`src/rtl/debug_access_responder_if.sv`:
```
// rtl/debug_access_responder_if.sv - debugger request and core debug-port bundle
interface debug_access_responder_if;
  // debugger side
  logic [2:0]  mode;
  logic        tx_flag;
  logic [31:0] address_bridged;
  logic [31:0] data_bridged;
  logic [31:0] data_internal;
  logic        doneSending;
  logic        dbg_err;
  // instruction memory debug port
  logic [31:0] imem_addr;
  logic        imem_rd;
  logic [31:0] imem_rdata;
  logic        imem_valid;
  // data memory debug port
  logic [31:0] dmem_addr;
  logic        dmem_rd;
  logic        dmem_wr;
  logic [31:0] dmem_wdata;
  logic [31:0] dmem_rdata;
  logic        dmem_valid;
  // register file debug port and PC
  logic [4:0]  rf_addr;
  logic        rf_wr;
  logic [31:0] rf_wdata;
  logic [31:0] rf_rdata;
  logic [31:0] pc_value;

  modport slave (
    input  mode, tx_flag, address_bridged, data_bridged,
    input  imem_rdata, imem_valid, dmem_rdata, dmem_valid, rf_rdata, pc_value,
    output data_internal, doneSending, dbg_err,
    output imem_addr, imem_rd, dmem_addr, dmem_rd, dmem_wr, dmem_wdata,
    output rf_addr, rf_wr, rf_wdata
  );

  modport master (
    output mode, tx_flag, address_bridged, data_bridged,
    output imem_rdata, imem_valid, dmem_rdata, dmem_valid, rf_rdata, pc_value,
    input  data_internal, doneSending, dbg_err,
    input  imem_addr, imem_rd, dmem_addr, dmem_rd, dmem_wr, dmem_wdata,
    input  rf_addr, rf_wr, rf_wdata
  );
endinterface

```
`src/rtl/debug_access_responder.sv`:
```
// rtl/debug_access_responder.sv - core-side debug access responder (imem/dmem/rf/PC)
module debug_access_responder #(
  parameter int          TIMEOUT  = 255,
  parameter logic [31:0] ERR_WORD = 32'hDEADBEEF
) (
  input logic                       clk,
  input logic                       rst,
  debug_access_responder_if.slave   bus
);

  localparam int CW = (TIMEOUT < 2) ? 1 : $clog2(TIMEOUT + 1);

  localparam logic [2:0] M_IMEM_RD = 3'b001;
  localparam logic [2:0] M_DMEM_RD = 3'b010;
  localparam logic [2:0] M_DMEM_WR = 3'b011;
  localparam logic [2:0] M_RF_WR   = 3'b100;
  localparam logic [2:0] M_RF_RD   = 3'b101;
  localparam logic [2:0] M_PC_RD   = 3'b110;

  typedef enum logic [2:0] {
    IDLE     = 3'd0,
    RD_ISSUE = 3'd1,
    RD_WAIT  = 3'd2,
    ACK      = 3'd3,
    HOLD     = 3'd4,
    WR       = 3'd5
  } state_t;

  state_t      state;
  state_t      state_next;

  logic [2:0]  mode_q;
  logic [31:0] addr_q;
  logic [31:0] wdata_q;
  logic [CW-1:0] wait_cnt;
  logic [31:0] data_q;
  logic        err_q;
  logic        wr_armed;

  logic        is_rd_mode;
  logic        is_wr_mode;
  logic        rd_accept;
  logic        wr_accept;
  logic        q_is_imem;
  logic        q_is_dmem;
  logic        mem_valid;
  logic [31:0] mem_rdata;
  logic        timed_out;

  logic [31:0] imem_addr_o;
  logic        imem_rd_o;
  logic [31:0] dmem_addr_o;
  logic        dmem_rd_o;
  logic        dmem_wr_o;
  logic [31:0] dmem_wdata_o;
  logic [4:0]  rf_addr_o;
  logic        rf_wr_o;
  logic [31:0] rf_wdata_o;
  logic        done_o;

  // Classify the live mode and decide what IDLE accepts; reads win over writes.
  always_comb begin
    is_rd_mode = 1'b0;
    is_wr_mode = 1'b0;
    case (bus.mode)
      M_IMEM_RD, M_DMEM_RD, M_RF_RD, M_PC_RD: is_rd_mode = 1'b1;
      M_DMEM_WR, M_RF_WR:                     is_wr_mode = 1'b1;
      default: ;
    endcase
    rd_accept = (state == IDLE) && bus.tx_flag && is_rd_mode;
    wr_accept = (state == IDLE) && !rd_accept && is_wr_mode && wr_armed;
  end

  // Memory response selection uses the captured mode, never the live one.
  always_comb begin
    q_is_imem = (mode_q == M_IMEM_RD);
    q_is_dmem = (mode_q == M_DMEM_RD);
    mem_valid = q_is_imem ? bus.imem_valid : bus.dmem_valid;
    mem_rdata = q_is_imem ? bus.imem_rdata : bus.dmem_rdata;
    timed_out = (wait_cnt >= CW'(TIMEOUT - 1));
  end

  // State register.
  always_ff @(posedge clk or posedge rst) begin
    if (rst) state <= IDLE;
    else     state <= state_next;
  end

  // Next-state logic.
  always_comb begin
    state_next = state;
    case (state)
      IDLE: begin
        if (rd_accept)      state_next = RD_ISSUE;
        else if (wr_accept) state_next = WR;
      end
      RD_ISSUE: state_next = (q_is_imem || q_is_dmem) ? RD_WAIT : ACK;
      RD_WAIT:  if (mem_valid || timed_out) state_next = ACK;
      ACK:      state_next = HOLD;
      HOLD:     if (!bus.tx_flag) state_next = IDLE;
      WR:       state_next = IDLE;
      default:  state_next = IDLE;
    endcase
  end

  // Output logic: strobes and port addresses are driven only in RD_ISSUE/WR.
  always_comb begin
    imem_addr_o  = '0;
    imem_rd_o    = 1'b0;
    dmem_addr_o  = '0;
    dmem_rd_o    = 1'b0;
    dmem_wr_o    = 1'b0;
    dmem_wdata_o = '0;
    rf_addr_o    = '0;
    rf_wr_o      = 1'b0;
    rf_wdata_o   = '0;
    done_o       = 1'b0;
    case (state)
      RD_ISSUE: begin
        if (q_is_imem) begin
          imem_addr_o = addr_q;
          imem_rd_o   = 1'b1;
        end else if (q_is_dmem) begin
          dmem_addr_o = addr_q;
          dmem_rd_o   = 1'b1;
        end else if (mode_q == M_RF_RD) begin
          rf_addr_o = addr_q[4:0];
        end
      end
      ACK: done_o = 1'b1;
      WR: begin
        if (mode_q == M_DMEM_WR) begin
          dmem_addr_o  = addr_q;
          dmem_wdata_o = wdata_q;
          dmem_wr_o    = 1'b1;
        end else begin
          rf_addr_o  = addr_q[4:0];
          rf_wdata_o = wdata_q;
          rf_wr_o    = (addr_q[4:0] != 5'd0);
        end
      end
      default: ;
    endcase
  end

  // Capture the request at acceptance so later mode/address changes are ignored.
  always_ff @(posedge clk or posedge rst) begin
    if (rst) begin
      mode_q  <= '0;
      addr_q  <= '0;
      wdata_q <= '0;
    end else if (rd_accept || wr_accept) begin
      mode_q  <= bus.mode;
      addr_q  <= bus.address_bridged;
      wdata_q <= bus.data_bridged;
    end
  end

  // Count cycles spent waiting for memory valid; restart on every new wait.
  always_ff @(posedge clk or posedge rst) begin
    if (rst)                    wait_cnt <= '0;
    else if (state == RD_WAIT)  wait_cnt <= wait_cnt + 1'b1;
    else                        wait_cnt <= '0;
  end

  // Read result and sticky error; result holds until the next read completes.
  always_ff @(posedge clk or posedge rst) begin
    if (rst) begin
      data_q <= '0;
      err_q  <= 1'b0;
    end else begin
      if (rd_accept) err_q <= 1'b0;
      if (state == RD_ISSUE) begin
        if (mode_q == M_RF_RD)
          data_q <= (addr_q[4:0] == 5'd0) ? 32'd0 : bus.rf_rdata;
        else if (mode_q == M_PC_RD)
          data_q <= bus.pc_value;
      end else if (state == RD_WAIT) begin
        if (mem_valid) begin
          data_q <= mem_rdata;
        end else if (timed_out) begin
          data_q <= ERR_WORD;
          err_q  <= 1'b1;
        end
      end
    end
  end

  // One write per entry into a write mode: re-armed by any non-write mode.
  always_ff @(posedge clk or posedge rst) begin
    if (rst)              wr_armed <= 1'b1;
    else if (state == WR) wr_armed <= 1'b0;
    else if (!is_wr_mode) wr_armed <= 1'b1;
  end

  assign bus.data_internal = data_q;
  assign bus.dbg_err       = err_q;
  assign bus.doneSending   = done_o;
  assign bus.imem_addr     = imem_addr_o;
  assign bus.imem_rd       = imem_rd_o;
  assign bus.dmem_addr     = dmem_addr_o;
  assign bus.dmem_rd       = dmem_rd_o;
  assign bus.dmem_wr       = dmem_wr_o;
  assign bus.dmem_wdata    = dmem_wdata_o;
  assign bus.rf_addr       = rf_addr_o;
  assign bus.rf_wr         = rf_wr_o;
  assign bus.rf_wdata      = rf_wdata_o;

endmodule

```
`src/flat_wrapper.sv`:
```
// flat-port wrapper written by rule: the top's interface ports become plain ports
module debug_access_responder_flat 
#(
  parameter int          TIMEOUT  = 255,
  parameter logic [31:0] ERR_WORD = 32'hDEADBEEF
)
  (clk, rst, bus_mode, bus_tx_flag, bus_address_bridged, bus_data_bridged, bus_imem_rdata, bus_imem_valid, bus_dmem_rdata, bus_dmem_valid, bus_rf_rdata, bus_pc_value, bus_data_internal, bus_doneSending, bus_dbg_err, bus_imem_addr, bus_imem_rd, bus_dmem_addr, bus_dmem_rd, bus_dmem_wr, bus_dmem_wdata, bus_rf_addr, bus_rf_wr, bus_rf_wdata);
  debug_access_responder_if bus_i ();
  input logic clk;
  input logic rst;
  input wire logic [$bits(bus_i.mode)-1:0] bus_mode;
  input wire logic [$bits(bus_i.tx_flag)-1:0] bus_tx_flag;
  input wire logic [$bits(bus_i.address_bridged)-1:0] bus_address_bridged;
  input wire logic [$bits(bus_i.data_bridged)-1:0] bus_data_bridged;
  input wire logic [$bits(bus_i.imem_rdata)-1:0] bus_imem_rdata;
  input wire logic [$bits(bus_i.imem_valid)-1:0] bus_imem_valid;
  input wire logic [$bits(bus_i.dmem_rdata)-1:0] bus_dmem_rdata;
  input wire logic [$bits(bus_i.dmem_valid)-1:0] bus_dmem_valid;
  input wire logic [$bits(bus_i.rf_rdata)-1:0] bus_rf_rdata;
  input wire logic [$bits(bus_i.pc_value)-1:0] bus_pc_value;
  output wire logic [$bits(bus_i.data_internal)-1:0] bus_data_internal;
  output wire logic [$bits(bus_i.doneSending)-1:0] bus_doneSending;
  output wire logic [$bits(bus_i.dbg_err)-1:0] bus_dbg_err;
  output wire logic [$bits(bus_i.imem_addr)-1:0] bus_imem_addr;
  output wire logic [$bits(bus_i.imem_rd)-1:0] bus_imem_rd;
  output wire logic [$bits(bus_i.dmem_addr)-1:0] bus_dmem_addr;
  output wire logic [$bits(bus_i.dmem_rd)-1:0] bus_dmem_rd;
  output wire logic [$bits(bus_i.dmem_wr)-1:0] bus_dmem_wr;
  output wire logic [$bits(bus_i.dmem_wdata)-1:0] bus_dmem_wdata;
  output wire logic [$bits(bus_i.rf_addr)-1:0] bus_rf_addr;
  output wire logic [$bits(bus_i.rf_wr)-1:0] bus_rf_wr;
  output wire logic [$bits(bus_i.rf_wdata)-1:0] bus_rf_wdata;
  assign bus_i.mode = bus_mode;
  assign bus_i.tx_flag = bus_tx_flag;
  assign bus_i.address_bridged = bus_address_bridged;
  assign bus_i.data_bridged = bus_data_bridged;
  assign bus_i.imem_rdata = bus_imem_rdata;
  assign bus_i.imem_valid = bus_imem_valid;
  assign bus_i.dmem_rdata = bus_dmem_rdata;
  assign bus_i.dmem_valid = bus_dmem_valid;
  assign bus_i.rf_rdata = bus_rf_rdata;
  assign bus_i.pc_value = bus_pc_value;
  assign bus_data_internal = bus_i.data_internal;
  assign bus_doneSending = bus_i.doneSending;
  assign bus_dbg_err = bus_i.dbg_err;
  assign bus_imem_addr = bus_i.imem_addr;
  assign bus_imem_rd = bus_i.imem_rd;
  assign bus_dmem_addr = bus_i.dmem_addr;
  assign bus_dmem_rd = bus_i.dmem_rd;
  assign bus_dmem_wr = bus_i.dmem_wr;
  assign bus_dmem_wdata = bus_i.dmem_wdata;
  assign bus_rf_addr = bus_i.rf_addr;
  assign bus_rf_wr = bus_i.rf_wr;
  assign bus_rf_wdata = bus_i.rf_wdata;
  debug_access_responder #(.TIMEOUT(TIMEOUT), .ERR_WORD(ERR_WORD)) u_core (.clk(clk), .rst(rst), .bus(bus_i));
endmodule
```
`config.mk`:
```
export PLATFORM = sky130hd
export DESIGN_NAME = debug_access_responder_flat
export DESIGN_NICKNAME = d
export VERILOG_FILES = /design/src/rtl/debug_access_responder_if.sv /design/src/rtl/debug_access_responder.sv /design/src/flat_wrapper.sv
export SDC_FILE = /design/constraint.sdc
export NUM_CORES = 1
export LEC_CHECK = 0
export ABC_AREA = 1
export CORE_AREA = 4 4 141 143
export CTS_CLUSTER_DIAMETER = 80
export DETAILED_ROUTE_END_ITERATION = 7
export DIE_AREA = 0 0 145 147
export PLACE_DENSITY_LB_ADDON = 0.2
export SLEW_MARGIN = 5
export SYNTH_ARGS = -nofsm -noshare
export SYNTH_HDL_FRONTEND = slang
export SYNTH_SLANG_ARGS = --single-unit
```
`constraint.sdc`:
```
create_clock -name clk -period 8.2 [get_ports clk]
set_clock_uncertainty 0.2 [all_clocks]
set_input_delay 1.64 -clock clk [delete_from_list [all_inputs] [get_ports clk]]
set_output_delay 1.64 -clock clk [all_outputs]
set_load 0.005 [all_outputs]
```
---- After elaboration in Yosys (flattened, before gate mapping) ----
Cells that the tools add are included.
operators by class
  add/subtract/negate cells ............... 1
  magnitude comparators ................... 1
  equality and inequality tests ........... 21
  muxes and demuxes ....................... 50
  reduce and logical (&&, ||, !) cells .... 18
operator list
  cell                                                                    count
  32-bit two-way mux                                                      17
  32-bit case mux with 2 select lines                                     1
  3-bit equality test (second input constant)                             7
  1-bit two-way mux                                                       21
  5-bit two-way mux                                                       4
  3-bit by 2-bit equality test with 1-bit output (second input constant)  6
  3-bit case mux with 5 select lines                                      1
  3-bit two-way mux                                                       4
  5-bit case mux with 2 select lines                                      1
  3-bit by 1-bit equality test with 1-bit output (second input constant)  3
  8-bit by 1-bit adder with 8-bit output (second input constant)          1
  8-bit greater-or-equal comparator (second input constant)               1
  8-bit two-way mux                                                       1
  3-bit AND reduction                                                     2
  1-bit logical AND                                                       5
  5-bit logical NOT                                                       1
  5-bit nonzero test                                                      1
  2-bit != test (second input constant)                                   2
  4-bit OR reduction                                                      1
  3-bit logical NOT                                                       1
  1-bit logical OR                                                        3
  3-bit by 1-bit != test with 1-bit output (second input constant)        1
  3-bit by 2-bit != test with 1-bit output (second input constant)        1
  3-bit nonzero test                                                      1
  other kinds (4)                                                         4
word-level totals
  register bits ........................... 112
  output and inout bits ................... 171
  word-level logic and storage cells ...... 99

---- Depth between registers and ports, before layout ----
  depth after elaboration ................. 11
  gate-level depth with buffers ........... 11
  depth with buffers taken out ............ 10

---- Worst setup path after synthesis ----
No wires, ideal clock.
  path type ............................... reg2out
  start ................................... register u_core.state[1]
  end ..................................... output port bus_imem_addr[10]
  arrival time ............................ 1,376 ps
  slack ................................... 4,984 ps
  cell stages (with the launch flop) ...... 10
  buffers on the path ..................... 2
  path through ............................ dfrtp_1 > inv_1 > nand2_4 > nor2_8 > inv_2 > buf_6 > nor2_2 > inv_1 > buf_2 > nor2_1
between the ends
  cells in the longest elaborated chain, start to end .. 2
ends and longest elaborated chain
  what                                            RTL line                       source
  start, declared                                 debug_access_responder.sv:29   state_t state;
  start signal, assigned                          debug_access_responder.sv:86   else state <= state_next;
  3-bit by 1-bit equality test with 1-bit output  debug_access_responder.sv:118  case (state)
  32-bit two-way mux                              debug_access_responder.sv:118
  end, declared                                   flat_wrapper.sv:24             output wire logic [$bits(bus_i.imem_addr)-1:0] bus_imem_addr;
No other way between the ends.

---- Worst setup path in the final report ----
  start ................................... register u_core.mode_q[2]
  end ..................................... output port bus_imem_addr[6]
between the ends
  cells in the longest elaborated chain, start to end .. 3
ends and longest elaborated chain
  what                                            RTL line                       source
  start, declared                                 debug_access_responder.sv:32   logic [2:0] mode_q;
  start signal, assigned                          debug_access_responder.sv:153  mode_q <= bus.mode;
  3-bit by 1-bit equality test with 1-bit output  debug_access_responder.sv:76   q_is_imem = (mode_q == M_IMEM_RD);
  32-bit two-way mux                              debug_access_responder.sv:120  if (q_is_imem) begin
  32-bit two-way mux                              debug_access_responder.sv:118
No other way between the ends.

==> metrics.txt <==
# TYPE chip_impl_metric gauge
chip_impl_metric{name="synth.top_cell.area_share",unit=""} 0.389
chip_impl_metric{name="final_layout_size_suffix_gt1_frac",unit=""} 0.0299
chip_impl_metric{name="detailed_route_via_count",unit=""} 7808
chip_impl_metric{name="setup_viol_count_final",unit=""} 0
chip_impl_metric{name="final.period_utilization",unit=""} 0.668
chip_impl_metric{name="max_freq",unit="MHz"} 183
chip_impl_metric{name="timing_max_transition_violations_final",unit=""} 0
chip_impl_metric{name="drv.max_cap_violation_count",unit=""} 0
chip_impl_metric{name="seqPwrFrac",unit=""} 0.310
chip_impl_metric{name="via_per_inst",unit=""} 4.58
chip_impl_metric{name="synthesis.area_per_instance",unit="um^2"} 6.26
chip_impl_metric{name="cts.path.max_buffers",unit=""} 2
chip_impl_info{name="critical-path-top-delay-family",value="buffers and inverters"} 1
chip_impl_info{name="timing.rr.start",value="u_core.mode_q[2]"} 1
chip_impl_metric{name="max-vdd-ir-drop",unit="V"} 0.000202
chip_impl_metric{name="synthArstFlopShare",unit=""} 1.00
chip_impl_info{name="critPathCaptureType",value="output pin"} 1
chip_impl_metric{name="p_sw_frac",unit=""} 0.431
chip_impl_metric{name="syn_area",unit="mm^2"} 0.00713
chip_impl_metric{name="wl_per_cell",unit="um"} 15.0
chip_impl_metric{name="finalWorstPathRequiredPeriod",unit="ps"} 5470
chip_impl_metric{name="globalplace.congestion",unit=""} 0.852
chip_impl_metric{name="power.density_cell_area",unit="mW/mm^2"} 264
chip_impl_metric{name="number_of_antenna_violations_at_the_first_check_in_global_routing",unit=""} 1
chip_impl_info{name="critical_path.startpoint_type",value="register"} 1
chip_impl_metric{name="postCtsSetupBuffers",unit=""} 0
chip_impl_metric{name="ys.warnings.count",unit=""} 0
chip_impl_info{name="synth_top_area_cell",value="sky130_fd_sc_hd__dfrtp_1"} 1
chip_impl_metric{name="ys_ff_latch",unit=""} 112
chip_impl_info{name="run_status",value="completed"} 1
chip_impl_metric{name="tns",unit="ps"} 0
chip_impl_metric{name="slew-limit-headroom",unit=""} 0.152
chip_impl_metric{name="grt_first_pass_wirelength",unit="um"} 39700
chip_impl_metric{name="critical-path-max-stage-delay",unit="ps"} 770
chip_impl_info{name="synth_ff_type",value="sky130_fd_sc_hd__dfrtp_1"} 1
chip_impl_metric{name="grt_start_max_net_pins",unit=""} 110
chip_impl_metric{name="fin_nets",unit=""} 1669
chip_impl_metric{name="cts.hold.buffers_added",unit=""} 0
chip_impl_metric{name="clk_pin_slew",unit="ps"} 70
chip_impl_metric{name="cts_buffer_count",unit=""} 9
chip_impl_metric{name="drt-total-wl",unit="um"} 25500
chip_impl_info{name="timing.critical_path.from",value="u_core.mode_q[2]"} 1
chip_impl_metric{name="power.share.clock",unit=""} 0.163
chip_impl_metric{name="design.portCount",unit=""} 371
chip_impl_metric{name="detail_route.iter0.violations",unit=""} 359
chip_impl_metric{name="max_slew.worst_pin.slew",unit="ps"} 1270
chip_impl_metric{name="synthCells",unit=""} 1140
chip_impl_info{name="crit_path_cell_trace",value="inv_2 > nand3_2 > nor2_2 > inv_1 > nor2_1 > clkdlybuf4s50_1"} 1
chip_impl_metric{name="number_of_global_route_vias_before_repair",unit=""} 7352
chip_impl_info{name="tritoncts",value="done"} 1
chip_impl_metric{name="grt_util_all_layers",unit=""} 0.231
chip_impl_metric{name="area.growth.synth_to_final",unit="%"} 56.2
chip_impl_metric{name="cts_repair_resize_count",unit=""} 0
chip_impl_metric{name="synth-edff-count",unit=""} 0
chip_impl_metric{name="number_of_hold_slack_violations_in_the_final_timing_report",unit=""} 0
chip_impl_metric{name="die_w",unit="um"} 145
chip_impl_metric{name="initial_utilization",unit=""} 0.384
chip_impl_metric{name="total_leakage_power",unit="nW"} 5.53
chip_impl_metric{name="synthDistinctLibCells",unit=""} 33
chip_impl_metric{name="post-route-util",unit=""} 0.600
chip_impl_info{name="yosys-top-cells-count",value="sky130_fd_sc_hd__nand2_1 (456), sky130_fd_sc_hd__nor2_1 (177), sky130_fd_sc_hd__inv_1 (163)"} 1
chip_impl_metric{name="cp.arrival",unit="ps"} 3630
chip_impl_metric{name="net_switching_component_of_the_power",unit="W"} 0.00127
chip_impl_metric{name="setup.reg_to_reg.worst_slack",unit="ps"} 4420
chip_impl_metric{name="dieArea",unit="mm^2"} 0.0213
chip_impl_metric{name="port_buffers",unit=""} 370
chip_impl_metric{name="remaining_drc_errors",unit=""} 0
chip_impl_metric{name="worstPathRequired",unit="ps"} 6360
chip_impl_info{name="cts_root_buf",value="sky130_fd_sc_hd__clkbuf_16"} 1
chip_impl_metric{name="ys_seq_area_frac",unit=""} 0.393
chip_impl_metric{name="antenna_cells_inserted",unit=""} 0
chip_impl_info{name="crit_slowest_cell",value="sky130_fd_sc_hd__nand3_2"} 1
chip_impl_info{name="most_frequent_cell_after_synthesis",value="sky130_fd_sc_hd__nand2_1"} 1
chip_impl_info{name="hold_class",value="reg2reg"} 1
chip_impl_metric{name="combinational_share_of_power",unit=""} 0.527
chip_impl_info{name="yosys-top-cells-area",value="sky130_fd_sc_hd__dfrtp_1 (39%), sky130_fd_sc_hd__nand2_1 (24%), sky130_fd_sc_hd__nor2_1 (9.3%)"} 1
chip_impl_metric{name="height_of_the_die",unit="um"} 147
chip_impl_metric{name="cts-htree-levels",unit=""} 3
chip_impl_metric{name="antenna_violating_nets_post_route",unit=""} 0
chip_impl_metric{name="internal",unit="W"} 0.00167
chip_impl_metric{name="placeableCoreArea",unit="mm^2"} 0.0186
chip_impl_metric{name="rows",unit=""} 50
chip_impl_metric{name="grt.overflow.total",unit=""} 0
chip_impl_metric{name="postSynthNetCount",unit=""} 1344
chip_impl_info{name="critical_path_class",value="reg2out"} 1
chip_impl_metric{name="detailed_place_hpwl",unit="um"} 19600
chip_impl_metric{name="buf_inv_on_cp",unit=""} 3
chip_impl_metric{name="largest_fanout_of_any_net_on_the_critical_path",unit=""} 37
chip_impl_metric{name="clkLatencyLatePin",unit="ps"} 350
chip_impl_metric{name="layout.area.seq",unit="mm^2"} 0.00280
chip_impl_metric{name="multi_input_comb_area",unit="mm^2"} 0.00335
chip_impl_metric{name="clock-sinks",unit=""} 112
chip_impl_metric{name="fillers",unit=""} 1838
chip_impl_info{name="unrepaired_setup_endpoints_after_global_routing",value="false"} 1
chip_impl_info{name="hold_start",value="u_core.bus.data_internal[7]"} 1
chip_impl_metric{name="drt_first_pass_iters",unit=""} 5
-- worst paths after layout --
kind                                           endpoint  depth (start not counted)
hold reg to reg             u_core.bus.data_internal[7]                          2
min in group asynchronous   u_core.bus.data_internal[2]                          2
max in group asynchronous              u_core.addr_q[4]                          3
setup reg to reg           u_core.bus.data_internal[13]                          8
hold / removal              u_core.bus.data_internal[7]                          2
setup / recovery                       bus_imem_addr[6]                          6
-- metrics by stage --
| step | cells | hold slack, ps | power, W | instance area, um^2 | worst slack [ps] |
|---|---|---|---|---|---|
| detailed placement | 1688 | 264 | 0.00248 | 10800 | 3200 |
| floorplan | 1140 | 255 | 0.00190 | 7130 | 3400 |
| finish | 1704 | 278 | 0.00294 | 11100 | 2730 |
| global placement | 1688 | 261 | 0.00245 | 10800 | 3310 |
| CTS | 1704 | 283 | 0.00297 | 11100 | 2770 |
| global route | 1704 | 308 | 0.00321 | 11100 | 2500 |
-- worst reg2reg max path, stage by stage, from the launching register on --
cell	delay, ps
sky130_fd_sc_hd__dfrtp_1	430
sky130_fd_sc_hd__inv_2	500
sky130_fd_sc_hd__nand3_2	770
sky130_fd_sc_hd__nand2_1	230
sky130_fd_sc_hd__nand2_1	710
sky130_fd_sc_hd__nor2_2	490
sky130_fd_sc_hd__nor2_8	150
sky130_fd_sc_hd__nand2_1	130
sky130_fd_sc_hd__nand2_1	50
-- power groups by stage --
stage / Sequential (W) / Combinational, W / Clock (W)
2_1_floorplan: 0.000906 / 0.000996 / 0
3_3_place_gp: 0.000911 / 0.00154 / 0
3_5_place_dp: 0.000916 / 0.00156 / 0
4_1_cts: 0.000910 / 0.00157 / 0.000490
5_1_grt: 0.000938 / 0.00176 / 0.000516
6_report: 0.000911 / 0.00155 / 0.000479
-- area by class of cell --
type / count / share of cell area
clock inverter: 5 / 0.00775
clock buffer: 11 / 0.0209
sequential: 112 / 0.252
inverter: 168 / 0.0571
timing repair buffer: 375 / 0.336
tap: 234 / 0.0263
multi-input combinational: 799 / 0.300
-- cell families (layout without fill, tap and decap cells) --
group	count (synthesis)	in the layout	share of synthesized area
and+or+nand+nor	716	716	0.402
buffers and inverters	229	559	0.139
DFF	112	112	0.393
AOI/OAI and AO/OA	79	79	0.0582
adders and majority gates	4	4	0.00702
-- layout by cell type (no fill, tap or decap), types with 3 or more instances in the layout --
master / synthesis / layout
sky130_fd_sc_hd__a21oi_1: 5 / 5
sky130_fd_sc_hd__buf_4: 1 / 5
sky130_fd_sc_hd__clkbuf_16: 0 / 9
sky130_fd_sc_hd__clkdlybuf4s50_1: 0 / 370
sky130_fd_sc_hd__dfrtp_1: 111 / 111
sky130_fd_sc_hd__ha_1: 4 / 4
sky130_fd_sc_hd__inv_1: 163 / 162
sky130_fd_sc_hd__inv_2: 4 / 4
sky130_fd_sc_hd__nand2_1: 456 / 456
sky130_fd_sc_hd__nand2_2: 3 / 3
sky130_fd_sc_hd__nand3_1: 53 / 52
sky130_fd_sc_hd__nand4_1: 3 / 3
sky130_fd_sc_hd__nor2_1: 177 / 176
sky130_fd_sc_hd__nor2_2: 5 / 5
sky130_fd_sc_hd__nor3_1: 10 / 10
sky130_fd_sc_hd__o21ai_0: 64 / 64
sky130_fd_sc_hd__o21ai_1: 5 / 5
-- metal layers --
layer,up-vias,part of all wire,GRT usage
li1,4016,-,-
met1,3467,0.39,0.270
met2,287,0.50,0.415
met3,36,0.084,0.0660
met4,2,0.023,0.0698
met5,-,0.00051,0
-- registers in the layout, indices dropped and copies added, names as in the netlist --
register / count
u_core.wait_cnt: 8
u_core.addr_q: 32
u_core.state: 3
u_core.bus.dbg_err: 1
u_core.wr_armed: 1
u_core.bus.data_internal: 32
u_core.mode_q: 3
u_core.wdata_q: 32
(Power assumes the default switching activity.)
